$ cat config.mk
export PLATFORM = sky130hd
export DESIGN_NAME = operand_fwd_stage
export DESIGN_NICKNAME = d
export VERILOG_FILES = /design/src/rtl/rv_operand_pkg.sv /design/src/rtl/fwd_resolve.sv /design/src/rtl/operand_fwd_stage.sv
export SDC_FILE = /design/constraint.sdc
export NUM_CORES = 1
export LEC_CHECK = 0
export ABC_AREA = 1
export CAP_MARGIN = 20
export CORE_MARGIN = 5
export CORE_UTILIZATION = 41
export DETAILED_ROUTE_END_ITERATION = 16
export HOLD_SLACK_MARGIN = 0.12
export PLACE_DENSITY = 0.82
export SLEW_MARGIN = 20
export SYNTH_ARGS = -nofsm -noshare
export SYNTH_HDL_FRONTEND = slang
export SYNTH_SLANG_ARGS = --single-unit
$ cat constraint.sdc
create_clock -name clk -period 1.8 [get_ports clk]
set_input_delay 0.18 -clock clk [delete_from_list [all_inputs] [get_ports clk]]
set_output_delay 0.18 -clock clk [all_outputs]
set_load 0.1 [all_outputs]
$ cat src/rtl/rv_operand_pkg.sv
// Shared encodings for the operand forwarding stage: operand selects,
// forwarding source codes and the constant-four operand.
package rv_operand_pkg;

    typedef enum logic [1:0] {
        A_RS1  = 2'd0,
        A_PC   = 2'd1,
        A_ZERO = 2'd2
    } a_sel_e;

    typedef enum logic [1:0] {
        B_RS2  = 2'd0,
        B_IMM  = 2'd1,
        B_FOUR = 2'd2
    } b_sel_e;

    localparam logic [1:0] FWD_NONE = 2'd0;
    localparam logic [1:0] FWD_EX   = 2'd1;
    localparam logic [1:0] FWD_MEM  = 2'd2;

    localparam logic [31:0] FOUR = 32'd4;

endpackage

$ cat src/rtl/fwd_resolve.sv
// Per-operand bypass mux: picks EX, then MEM, then register-file data.
// Purely combinational; x0 is never forwarded.
module fwd_resolve
    import rv_operand_pkg::*;
#(
    parameter int XLEN   = 32,
    parameter int REG_AW = 5,
    parameter int FWD_EN = 1
) (
    input  logic [REG_AW-1:0] rs_addr_i,
    input  logic [XLEN-1:0]   rs_val_i,
    input  logic              ex_wen_i,
    input  logic [REG_AW-1:0] ex_rd_i,
    input  logic [XLEN-1:0]   ex_val_i,
    input  logic              mem_wen_i,
    input  logic [REG_AW-1:0] mem_rd_i,
    input  logic [XLEN-1:0]   mem_val_i,
    output logic [XLEN-1:0]   fwd_val_o,
    output logic [1:0]        fwd_src_o
);

    logic addr_nz;
    logic ex_hit;
    logic mem_hit;

    assign addr_nz = (rs_addr_i != '0);
    assign ex_hit  = (FWD_EN != 0) && ex_wen_i  && (ex_rd_i  == rs_addr_i) && addr_nz;
    assign mem_hit = (FWD_EN != 0) && mem_wen_i && (mem_rd_i == rs_addr_i) && addr_nz;

    // EX holds the younger result, so it outranks MEM.
    always_comb begin
        fwd_val_o = rs_val_i;
        fwd_src_o = FWD_NONE;
        if (ex_hit) begin
            fwd_val_o = ex_val_i;
            fwd_src_o = FWD_EX;
        end else if (mem_hit) begin
            fwd_val_o = mem_val_i;
            fwd_src_o = FWD_MEM;
        end
    end

endmodule

$ cat src/rtl/operand_fwd_stage.sv
// Resolves bypassed operands and registers them in a single pipeline slot.
// 1-cycle latency; holds while out_ready is low, accepts on the draining edge.
module operand_fwd_stage
    import rv_operand_pkg::*;
#(
    parameter int XLEN   = 32,
    parameter int REG_AW = 5,
    parameter int FWD_EN = 1
) (
    input  logic              clk,
    input  logic              rst,
    input  logic              in_valid,
    output logic              in_ready,
    input  logic [REG_AW-1:0] rs1_addr,
    input  logic [REG_AW-1:0] rs2_addr,
    input  logic [XLEN-1:0]   rs1_val,
    input  logic [XLEN-1:0]   rs2_val,
    input  logic [XLEN-1:0]   imm,
    input  logic [XLEN-1:0]   pc,
    input  logic [1:0]        a_sel,
    input  logic [1:0]        b_sel,
    input  logic              ex_wen,
    input  logic [REG_AW-1:0] ex_rd,
    input  logic [XLEN-1:0]   ex_val,
    input  logic              mem_wen,
    input  logic [REG_AW-1:0] mem_rd,
    input  logic [XLEN-1:0]   mem_val,
    input  logic              flush,
    output logic              out_valid,
    input  logic              out_ready,
    output logic [XLEN-1:0]   op_a,
    output logic [XLEN-1:0]   op_b,
    output logic [XLEN-1:0]   store_data,
    output logic [1:0]        fwd_a,
    output logic [1:0]        fwd_b
);

    logic [XLEN-1:0] rs1_fwd, rs2_fwd;
    logic [1:0]      rs1_src, rs2_src;
    logic [XLEN-1:0] a_mux, b_mux;
    logic            take;

    logic            valid_q, valid_d;
    logic [XLEN-1:0] op_a_q, op_a_d, op_b_q, op_b_d, st_q, st_d;
    logic [1:0]      fwd_a_q, fwd_a_d, fwd_b_q, fwd_b_d;

    fwd_resolve #(.XLEN(XLEN), .REG_AW(REG_AW), .FWD_EN(FWD_EN)) u_rs1 (
        .rs_addr_i (rs1_addr),
        .rs_val_i  (rs1_val),
        .ex_wen_i  (ex_wen),
        .ex_rd_i   (ex_rd),
        .ex_val_i  (ex_val),
        .mem_wen_i (mem_wen),
        .mem_rd_i  (mem_rd),
        .mem_val_i (mem_val),
        .fwd_val_o (rs1_fwd),
        .fwd_src_o (rs1_src)
    );

    fwd_resolve #(.XLEN(XLEN), .REG_AW(REG_AW), .FWD_EN(FWD_EN)) u_rs2 (
        .rs_addr_i (rs2_addr),
        .rs_val_i  (rs2_val),
        .ex_wen_i  (ex_wen),
        .ex_rd_i   (ex_rd),
        .ex_val_i  (ex_val),
        .mem_wen_i (mem_wen),
        .mem_rd_i  (mem_rd),
        .mem_val_i (mem_val),
        .fwd_val_o (rs2_fwd),
        .fwd_src_o (rs2_src)
    );

    assign in_ready = !valid_q || out_ready;
    assign take     = in_valid && in_ready;

    always_comb begin
        a_mux = '0;
        case (a_sel)
            A_RS1:   a_mux = rs1_fwd;
            A_PC:    a_mux = pc;
            default: a_mux = '0;
        endcase
        b_mux = XLEN'(FOUR);
        case (b_sel)
            B_RS2:   b_mux = rs2_fwd;
            B_IMM:   b_mux = imm;
            default: b_mux = XLEN'(FOUR);
        endcase
    end

    // Flush wins over a same-cycle accept; the data it loads is never seen.
    always_comb begin
        valid_d = valid_q;
        op_a_d  = op_a_q;
        op_b_d  = op_b_q;
        st_d    = st_q;
        fwd_a_d = fwd_a_q;
        fwd_b_d = fwd_b_q;
        if (take) begin
            op_a_d  = a_mux;
            op_b_d  = b_mux;
            st_d    = rs2_fwd;
            fwd_a_d = rs1_src;
            fwd_b_d = rs2_src;
        end
        if (flush)          valid_d = 1'b0;
        else if (take)      valid_d = 1'b1;
        else if (out_ready) valid_d = 1'b0;
    end

    always_ff @(posedge clk) begin
        if (rst) begin
            valid_q <= 1'b0;
            op_a_q  <= '0;
            op_b_q  <= '0;
            st_q    <= '0;
            fwd_a_q <= FWD_NONE;
            fwd_b_q <= FWD_NONE;
        end else begin
            valid_q <= valid_d;
            op_a_q  <= op_a_d;
            op_b_q  <= op_b_d;
            st_q    <= st_d;
            fwd_a_q <= fwd_a_d;
            fwd_b_q <= fwd_b_d;
        end
    end

    assign out_valid  = valid_q;
    assign op_a       = op_a_q;
    assign op_b       = op_b_q;
    assign store_data = st_q;
    assign fwd_a      = fwd_a_q;
    assign fwd_b      = fwd_b_q;

endmodule

## Word level (Yosys, flattened, before mapping)

Cells that the tools add are included.

- Equality and inequality tests: 6
- Mux-type cells: 12
- Reduce and logical (&&, ||, !) cells: 17

Operators with widths:

| cell | count |
|---|---|
| 32-bit 2-to-1 mux | 4 |
| 32-bit case mux with 2 select lines | 2 |
| 5-bit == test | 4 |
| 5-bit nonzero test | 2 |
| 1-bit logical AND | 9 |
| 2-bit 2-to-1 mux | 4 |
| 2-bit by 1-bit == test with 1-bit output, second input constant | 2 |
| 2-bit zero test | 2 |
| 1-bit 2-to-1 mux | 2 |
| 2-bit nonzero test | 1 |
| 2-bit OR reduction | 1 |
| 1-bit zero test | 1 |
| 1-bit logical OR | 1 |

- Register bits after elaboration: 101
- Input bits: 223
- Output and inout bits: 102
- Word-level logic and storage cells: 41

## Longest topological paths before layout

- Depth in word-level cells: 6
- Mapped depth: 14

## Cells and area by module

Synthesis repeated with hierarchy kept, for this count alone.

- Cells, all modules: 1,355
- Area, all modules: 7,345.8 um^2

Modules (own cells, without submodules):

| module | times used | cells an instance | area each (um^2) | sequential area each (um^2) |
|---|---|---|---|---|
| operand_fwd_stage | 1 | 777 | 4,733.3 | 2,021.9 |
| fwd_resolve | 2 | 289 | 1,306.3 | 0.0 |

## Least setup slack after synthesis

OpenSTA, ideal clock, no wires.

- Kind: register -> register
- Start: reg valid_q (netlist: out_valid)
- End: reg op_b_q[2] (netlist: op_b[2])
- Setup time: 0.070 ns
- Data arrival time: 2.894 ns
- Data required time: 1.730 ns
- Slack: -1.164 ns
- Stages on the path, launching flop included: 7
- Path buffers: 2
- Path through: dfxtp_1 > nand2_1 > nand2_1 > buf_2 > clkbuf_1 > nand2_1 > a21oi_1

- Cells in the longest elaborated chain, start to end: 3

Ends and longest elaborated chain:

| element | RTL line | RTL |
|---|---|---|
| start, declared | operand_fwd_stage.sv:43 | `logic valid_q, valid_d;` |
| start signal, assigned | operand_fwd_stage.sv:120 | `valid_q <= valid_d;` |
| 1-bit zero test | operand_fwd_stage.sv:73 | `assign in_ready = !valid_q \|\| out_ready;` |
| 1-bit logical OR | operand_fwd_stage.sv:73 |  |
| named net in_ready | operand_fwd_stage.sv:13 | `output logic in_ready,` |
| 1-bit logical AND | operand_fwd_stage.sv:74 | `assign take = in_valid && in_ready;` |
| end signal, assigned | operand_fwd_stage.sv:122 | `op_b_q <= op_b_d;` |
| end, declared | operand_fwd_stage.sv:44 | `logic [XLEN-1:0] op_a_q, op_a_d, op_b_q, op_b_d, st_q, st_d;` |

The timed path passes the listed nets, and every way through them passes these cells.
A chain may end at the register's enable or synchronous reset.

## Worst setup path in the final report

- Start: in ex_rd[3]
- End: reg op_b_q[23] (netlist: op_b[23])

- Cells in the longest elaborated chain, start to end: 5

Ends and longest elaborated chain:

| element | RTL line | RTL |
|---|---|---|
| start, declared | operand_fwd_stage.sv:23 | `input logic [REG_AW-1:0] ex_rd,` |
| 5-bit == test | fwd_resolve.sv:27 | `assign ex_hit = (FWD_EN != 0) && ex_wen_i && (ex_rd_i == rs_addr_i) && addr_nz;` |
| 1-bit logical AND (2 in series) | fwd_resolve.sv:27 |  |
| 32-bit 2-to-1 mux | fwd_resolve.sv:34 | `if (ex_hit) begin` |
| 32-bit case mux with 2 select lines | operand_fwd_stage.sv:84 | `case (b_sel)` |

No other way between the ends.

==> metrics.txt <==
Fmax=604 MHz; 1st-iter DRT viols=609; GRT overflow=0; router iterations before antenna repair=6; DR vias=around 8,200; Worst path max stage delay=490 ps; DR vias/cell=approximately 5.3; Final GP Congestion=0.943; mux cell area share after synthesis=0%; drc violations=0; CTS Hold Bufs=0; Post-Layout Inst Area=10,300 um^2; critical path type=primary input to register; status=finished, final reports clean; initial antenna violation count=2; post-synthesis compound-gate area fraction=17.2%; max-slew violations=0; Post-Syn Instances=just over 1,000; Post-DP Area=9920 um^2; xor/xnor cell area share of the yosys netlist=0.136%; Worst-path clk slew=70 ps; # nets final=roughly 1,600; Post-Route WL=between 20,000 and 30,000 um; io pins=325; CP bufs+invs=6; Hold Vio Cnt, Final=0; Max-slew headroom=between 40 and 50%; Worst Slack Setup Final=143 ps; Startpoint Class=primary input; Max IR drop VDD=0.447 mV; crit path DAT=1870 ps; Die W=135 um; die area=roughly 18,000 um^2; WL per Instance=about 18 um; GRT Util Overall=~30%; Area growth syn-to-layout=59.9%; largest family of logic cells by synthesized area=simple AND/OR/NAND/NOR gates; worst slack, placed=-250 ps; Adder-Cell Fraction of Synth Area=0%; CTS max path bufs=2; share of cells above drive strength 1=18.3%; IO Port Bufs=324; fillcell total=between 1,000 and 1,500; hold crit path type=primary input to register; HPWL after DPL=~22,000 um; WP data required=~2000 ps; Final min period=1660 ps; first-pass GRT wire length=~43,000 um; TritonCTS Sinks=101; commonest non-fill, non-tap cell in the layout=nand2_1; CTS tree=built; number of global-route vias before repair=7,762; Seq/Total Area, Yosys=a little under a third; synth unique cells=31; syn_nets=1,259; H-Tree Level Count=3; Initial Util=about 42%; clock root cell=clkbuf_16; most frequent cells in the layout=nand2_1 (356), clkdlybuf4s50_1 (219), buf_4 (138); leakage power=just under 5 nW; crit-path cells=clkdlybuf4s50_1, inv_1, nand2_1, nand2_1, inv_1, nand2_1, nor2_2, nand2_2, buf_12, buf_4, o21ai_0, inv_1, nand3_1, a21oi_1; # setup viols final=0; Pwr Total=7.55 mW; Avg Inst Size Synth=6.21 um^2; Clock Skews=roughly 6.2 ps; site row count=45; Max FO, Critical Path=32; largest net degree at the start of global routing=72; pwr/cell area=734 nW/um^2; Antenna Nets Post-Route=0; clock latency on the worst-skew pair=360 ps; CORE AREA=15,300 um^2; delay-heaviest family, CP=buffers and inverters; Synth Area in Simple Gates=39.9%; #FFs+latches synth=roughly 100; number of CTS-inserted buffers=9; Die Span Y=135 um; Mapped Area=between 6000 and 7000 um^2; number of synthesis warnings=0; Crit. End Element=register; Worst-Margin Slew=800 ps; max-cap violation count=0; critical path's slowest cell=clkdlybuf4s50_1; Tcrit/Tclk final=92.0%
## cells in the mapped netlist (all sizes together)
cell type | count | area share (%)
inv | 93 | 5.4
clkinv | 5 | 0.37
a211oi | 1 | 0.12
nand2 | 383 | 24
o21ai | 65 | 5.1
nand4 | 4 | 0.39
buf | 37 | 3.6
a21oi | 107 | 8.4
nand3 | 155 | 14
clkbuf | 34 | 2.0
o21bai | 1 | 0.12
o21a | 1 | 0.12
nor2 | 18 | 2.2
nor3 | 1 | 0.078
o211ai | 29 | 3.4
dfxtp | 101 | 31
xnor2 | 1 | 0.14
## logic make-up (layout without fill, tap and decap cells)
group,Yosys count,after routing
AOI/OAI and AO/OA,204,204
xor gates and xnor gates,1,1
buffers and inverters,169,490
DFF,101,101
other,0,1
and+or+nand+nor,561,561
## registers in the layout (all words and copies together), names as in the netlist
| signal | flops |
|---|---|
| op_a | 32 |
| op_b | 32 |
| out_valid | 1 |
| fwd_b | 2 |
| fwd_a | 2 |
| store_data | 32 |
## per-stage QoR
step	hold slack, ps	util, %	instances	setup TNS (ps)
floorplan	249	-	1036	0
global placement	452	64.8	1552	-14700
detailed placement	458	64.8	1552	-16120
CTS	170	67.0	1568	0
global route	202	67.2	1569	-8.24
finish	179	67.2	1569	0
## worst min-delay path: stages
cell and delay, ps:
buf_2 90, inv_1 90, o21ai_0 90, a21oi_1 40
## where the power goes
group | internal, mW | switching (mW) | total (mW)
clock | 1.34 | 0.918 | 2.26
combinational | 0.953 | 1.89 | 2.84
sequential | 2.38 | 0.0734 | 2.45
## layer usage
metal / share of wire, % / GRT usage (%)
met5: 0.046 / 0
met3: 10 / 7.99
met2: 47 / 49.9
met4: 3.9 / 11.9
met1: 39 / 37.1
## timing repair
action	CTS	global route
endpoints found under the setup margin	0	18
setup buffers	0	0
resized for setup	0	7
## final cells by class
| type | count | area [um^2] | area share [%] |
|---|---|---|---|
| antenna | 1 | 2.50 | 0.0243 |
| clock buffer | 12 | 267 | 2.59 |
| sequential | 101 | 2030 | 19.7 |
| timing repair buffer | 376 | 3560 | 34.6 |
| multi-input combinational | 766 | 3720 | 36.1 |
| tap | 211 | 264 | 2.57 |
| clock inverter | 4 | 76.3 | 0.742 |
| inverter | 98 | 375 | 3.65 |
## worst paths after layout
check / from / endpoint / slack [ps] / depth (start not counted)
max: ex_rd[3] / op_b[23] / 140 / 14
max reg2reg: out_valid / op_b[12] / 360 / 8
min: rst / op_a[7] / 180 / 4
min reg2reg: store_data[1] / store_data[1] / 470 / 2
Power figures use the tool's default switching activity.
==> RTL change 1: new RTL, config.mk and constraints unchanged <==
`REG_AW` is set to 5 in 2 places; all go to 7.
--- a/src/rtl/fwd_resolve.sv
+++ b/src/rtl/fwd_resolve.sv
@@ -5,5 +5,5 @@
 #(
     parameter int XLEN   = 32,
-    parameter int REG_AW = 5,
+    parameter int REG_AW = 7,
     parameter int FWD_EN = 1
 ) (
--- a/src/rtl/operand_fwd_stage.sv
+++ b/src/rtl/operand_fwd_stage.sv
@@ -5,5 +5,5 @@
 #(
     parameter int XLEN   = 32,
-    parameter int REG_AW = 5,
+    parameter int REG_AW = 7,
     parameter int FWD_EN = 1
 ) (
Ports: changed (resized ex_rd, mem_rd, rs1_addr and rs2_addr); port bits go from 325 to 333. No check against the original RTL was run, so the function may have changed too.
==> RTL change 1 against the original RTL <==
Design area is 7.2% higher. Power is 4.2% lower. Area after synthesis is 3.9% higher. Worst setup slack worse by 0.083 ns. Register-to-register slack worse by 0.12 ns. Sequential cell count stayed put. Via count is 5.2% higher. Routed wire length is 13% higher. Largest power group unchanged.
==> RTL change 1: results (changes against the original RTL) <==
Pwr
  • Combinational share of power: 0.381 (+0.004)
  • Cell leakage power: 5.55 nW (+13%)
  • Pint: 4.46 mW (-4.5%)
  • Worst-case vdd ir drop: 541 uV (+21%)
  • Power density over the cells: 657 nW/um^2 (-11%)
  • Clock network fraction of total power: 0.282 (-0.017)

Critical path
  • Highest fanout seen on the critical path: 35 (+9.4%)
  • Cell family with most CP delay: buffers and inverters
  • Critical-path top delay cell: clkdlybuf4s50_1
  • Data arrival time of the critical path: 1.97 ns (+0.10 ns)

Synth
  • Most frequent cells after synthesis: nand2_1 (335), inv_1 (135), nand3_1 (128), dfxtp_1 (101), a21oi_1 (88)
  • Top cells by area, synth: dfxtp_1 (30%), nand2_1 (19%), nand3_1 (9.6%)
  • Number of library cell types mapped by synthesis: 36 (+16%)
  • Xor/xnor cell area share of the yosys netlist: 0.0144 (+0.0130)
  • Fraction of the mapped netlist area in compound gates: 0.215 (+0.0429)
  • Total of flip-flops plus latches after synthesis: 101 (unchanged)
  • Mean Syn Cell Area: 6.28 um^2 (+1.1%)
  • Synthesized netlist net count: 1296 (+2.9%)
  • Part of the Yosys area used for sequential elements: 0.302 (-0.0119)

CTS
  • Clock transition at the registers of the reported paths: 0.07 ns (about the same)
  • Resize count post-CTS: 2 (+2)
  • H-Tree Depth: 3 (unchanged)

Status
  • Status: finished clean

Place
  • Number of I/O port buffers: 332 (+2.5%)
  • Pre-CTS worst setup slack: -0.442 ns (-0.191 ns)
  • Gpl congestion: 0.964 (+2.3%)
  • Hpwl dp: 24300 um (+9.9%)
  • Cell area after placement: 10300 um^2 (+4.2%)

Detailed routing
  • Detailed router's first-iteration violation count: 858 (+41%)
  • Routed Wire Length: 32100 um (+13%)
  • Mean routed wirelength per cell: 19.6 um (+8.3%)
  • Number of vias after detailed routing: 8675 (+5.2%)

Timing
  • Transition time at the pin with the least slew margin: 0.669 ns (-0.131 ns)
  • Clock Skew: 0.00969 ns (+0.00349 ns)

GRT
  • First-pass GRT wire length: 44900 um (+4.3%)
  • Initial antenna violation count: 1 (-1)
  • Overall routing resource usage: 0.312 (+0.0114)
  • Number of global-route vias before repair: 7889 (+1.6%)
  • Pin count of the biggest net entering global routing: 47 (-35%)

Cells and area
  • Total Nets Final: 1642 (+4.3%)
  • Fraction of final layout cells with drive strength greater than 1: 0.190 (+0.00648)
## RTL change 1: layout make-up
class,count,area [um^2]
repair buffers,400,3960
clock inverters,4,55.1
fillers,1353,4920
flip-flops and latches,101,2030
clock buffers,12,246
inverters,139,522
diodes,2,5.00
well taps,216,270
multi-input cells,760,3940
## RTL change 1: metal layers
layer / vias up / GRT usage / wire length [um]
met5: - / 0 / 0
met4: 0 / 0.0977 / 1130
met3: 71 / 0.0942 / 3650
met2: 514 / 0.458 / 14100
met1: 3953 / 0.438 / 13200
li1: 4137 / - / -
## RTL change 1: path summary, 6_finish.rpt
path / startpoint / endpoint / slack (ns) / depth (start not counted)
max: ex_rd[5] / op_a[29]$_SDFFE_PP0P_ / 0.06 / 10
min: flush / out_valid$_SDFFE_PP0P_ / 0.36 / 2
max reg2reg: out_valid$_SDFFE_PP0P_ / store_data[4]$_SDFFE_PP0P_ / 0.24 / 8
min reg2reg: fwd_a[1]$_SDFFE_PP0P_ / fwd_a[1]$_SDFFE_PP0P_ / 0.47 / 2
==> RTL change 2: new RTL, same flow settings <==
Without the edit above. `op_a_q` no longer has a reset.
--- a/src/rtl/operand_fwd_stage.sv
+++ b/src/rtl/operand_fwd_stage.sv
@@ -112,5 +112,4 @@
         if (rst) begin
             valid_q <= 1'b0;
-            op_a_q  <= '0;
             op_b_q  <= '0;
             st_q    <= '0;
@@ -119,5 +118,4 @@
         end else begin
             valid_q <= valid_d;
-            op_a_q  <= op_a_d;
             op_b_q  <= op_b_d;
             st_q    <= st_d;
@@ -125,4 +123,8 @@
             fwd_b_q <= fwd_b_d;
         end
+    end
+
+    always_ff @(posedge clk) begin
+        op_a_q <= op_a_d;
     end
 
Check against the original RTL: not equivalent (Yosys sat finds a counterexample within 4 cycles, from zero or initial values and one cycle with rst high).
==> RTL change 2 against the original RTL <==
Routed wire length grew 0.49%. Clock skew is 0.00086 ns higher. Design area fell by 2.1%. Largest cell class is now non-clock buffers. Register-to-register slack gained 0.09 ns. Worst setup slack lost 0.077 ns. Power grew 2.0%. Count of clock-buffer cells in the layout fell by 2. Sequential share of layout area is 3.6 points higher. Sequential cell count unchanged. Area after synthesis shrank 2.1%. Non-clock buffer count is 1 lower.
==> RTL change 2: results (changes against the original RTL) <==
Status
  • Status: finished clean

Cells and area
  • Final-layout non-clock buffer area share: 0.355 (+0.00867)
  • Fraction of final layout cells with drive strength greater than 1: 0.165 (-0.0190)
  • Final-layout clock buffer total: 10 (-2)
  • Count of fill cells added during filler insertion: 1302 (-1.9%)
  • Register fraction of the total cell area: 0.233 (+0.0360)
  • Total Nets Final: 1464 (-7.0%)
  • Multi-input logic area: 3310 um^2 (-11%)

Synth
  • Post-Synthesis Cells: 923 (-11%)
  • Number of library cell types mapped by synthesis: 35 (+13%)
  • Fraction of the mapped netlist area in compound gates: 0.174 (+0.00233)
  • Most frequent cells after synthesis: nand2_1 (265), nand3_1 (154), dfxtp_1 (69), inv_1 (67), a21oi_1 (66)
  • EDFF count, synth: 32 (+32)
  • Total standard cell area after synthesis: 6300 um^2 (-2.1%)

Timing
  • Clock Skew: 0.00706 ns (+0.000865 ns)
  • Transition time at the pin with the least slew margin: 0.631 ns (-0.169 ns)

GRT
  • Pin count of the biggest net entering global routing: 56 (-22%)
  • Overall routing resource usage: 0.301 (+0.000607)
  • Number of global-route vias before repair: 7369 (-5.1%)

Place
  • Pre-CTS worst setup slack: -0.486 ns (-0.235 ns)
  • Hpwl dp: 21700 um (-2.0%)

Critical path
  • Startpoint of the most critical setup path: mem_rd[4]
  • Highest fanout seen on the critical path: 11 (-66%)
  • Minimum setup slack among reg-to-reg paths: 0.45 ns (+0.09 ns)

Detailed routing
  • Number of vias per cell: 5.42 (+3.1%)
  • Number of vias after detailed routing: 7784 (-5.6%)
  • Detailed-router iteration count before antenna repair: 5 (-1)
  • Detailed router's first-iteration violation count: 715 (+17%)

Pwr
  • Worst-case vdd ir drop: 483 uV (+8.1%)

Min path
  • Endpoint of the worst hold path: out_valid$_SDFFE_PP0P_
RTL change 2: changes by cell type in the layout (fill, tap and decap cells not counted), moves of 6 or more:
cell,change
edfxtp_1,+32
a21o_1,+19
dlymetal6s2s_1,+6
o21ai_0,-13
o21ai_1,+11
a21oi_1,-41
nand3_1,+18
dfxtp_1,-32
nand3_2,-19
clkdlybuf4s50_1,-6
nand2_2,-20
nand2_1,-94
nor2_1,+46
inv_1,-17
RTL change 2: layer usage:
layer  share of wire  wire [um]  global-route usage
met4           0.038       1090               0.118
met2            0.46      13200               0.496
met3            0.10       2940              0.0694
met1            0.40      11300               0.384
met5               0          0                   0
RTL change 2: power groups by stage:
stage	combinational, mW	clock (mW)	sequential, mW
after floorplan	0.652	0	3.80
after global placement	2.86	0	2.64
after detailed placement	2.87	0	2.65
after CTS	2.89	2.17	2.60
after global routing	3.06	2.24	2.62
final	2.93	2.17	2.60
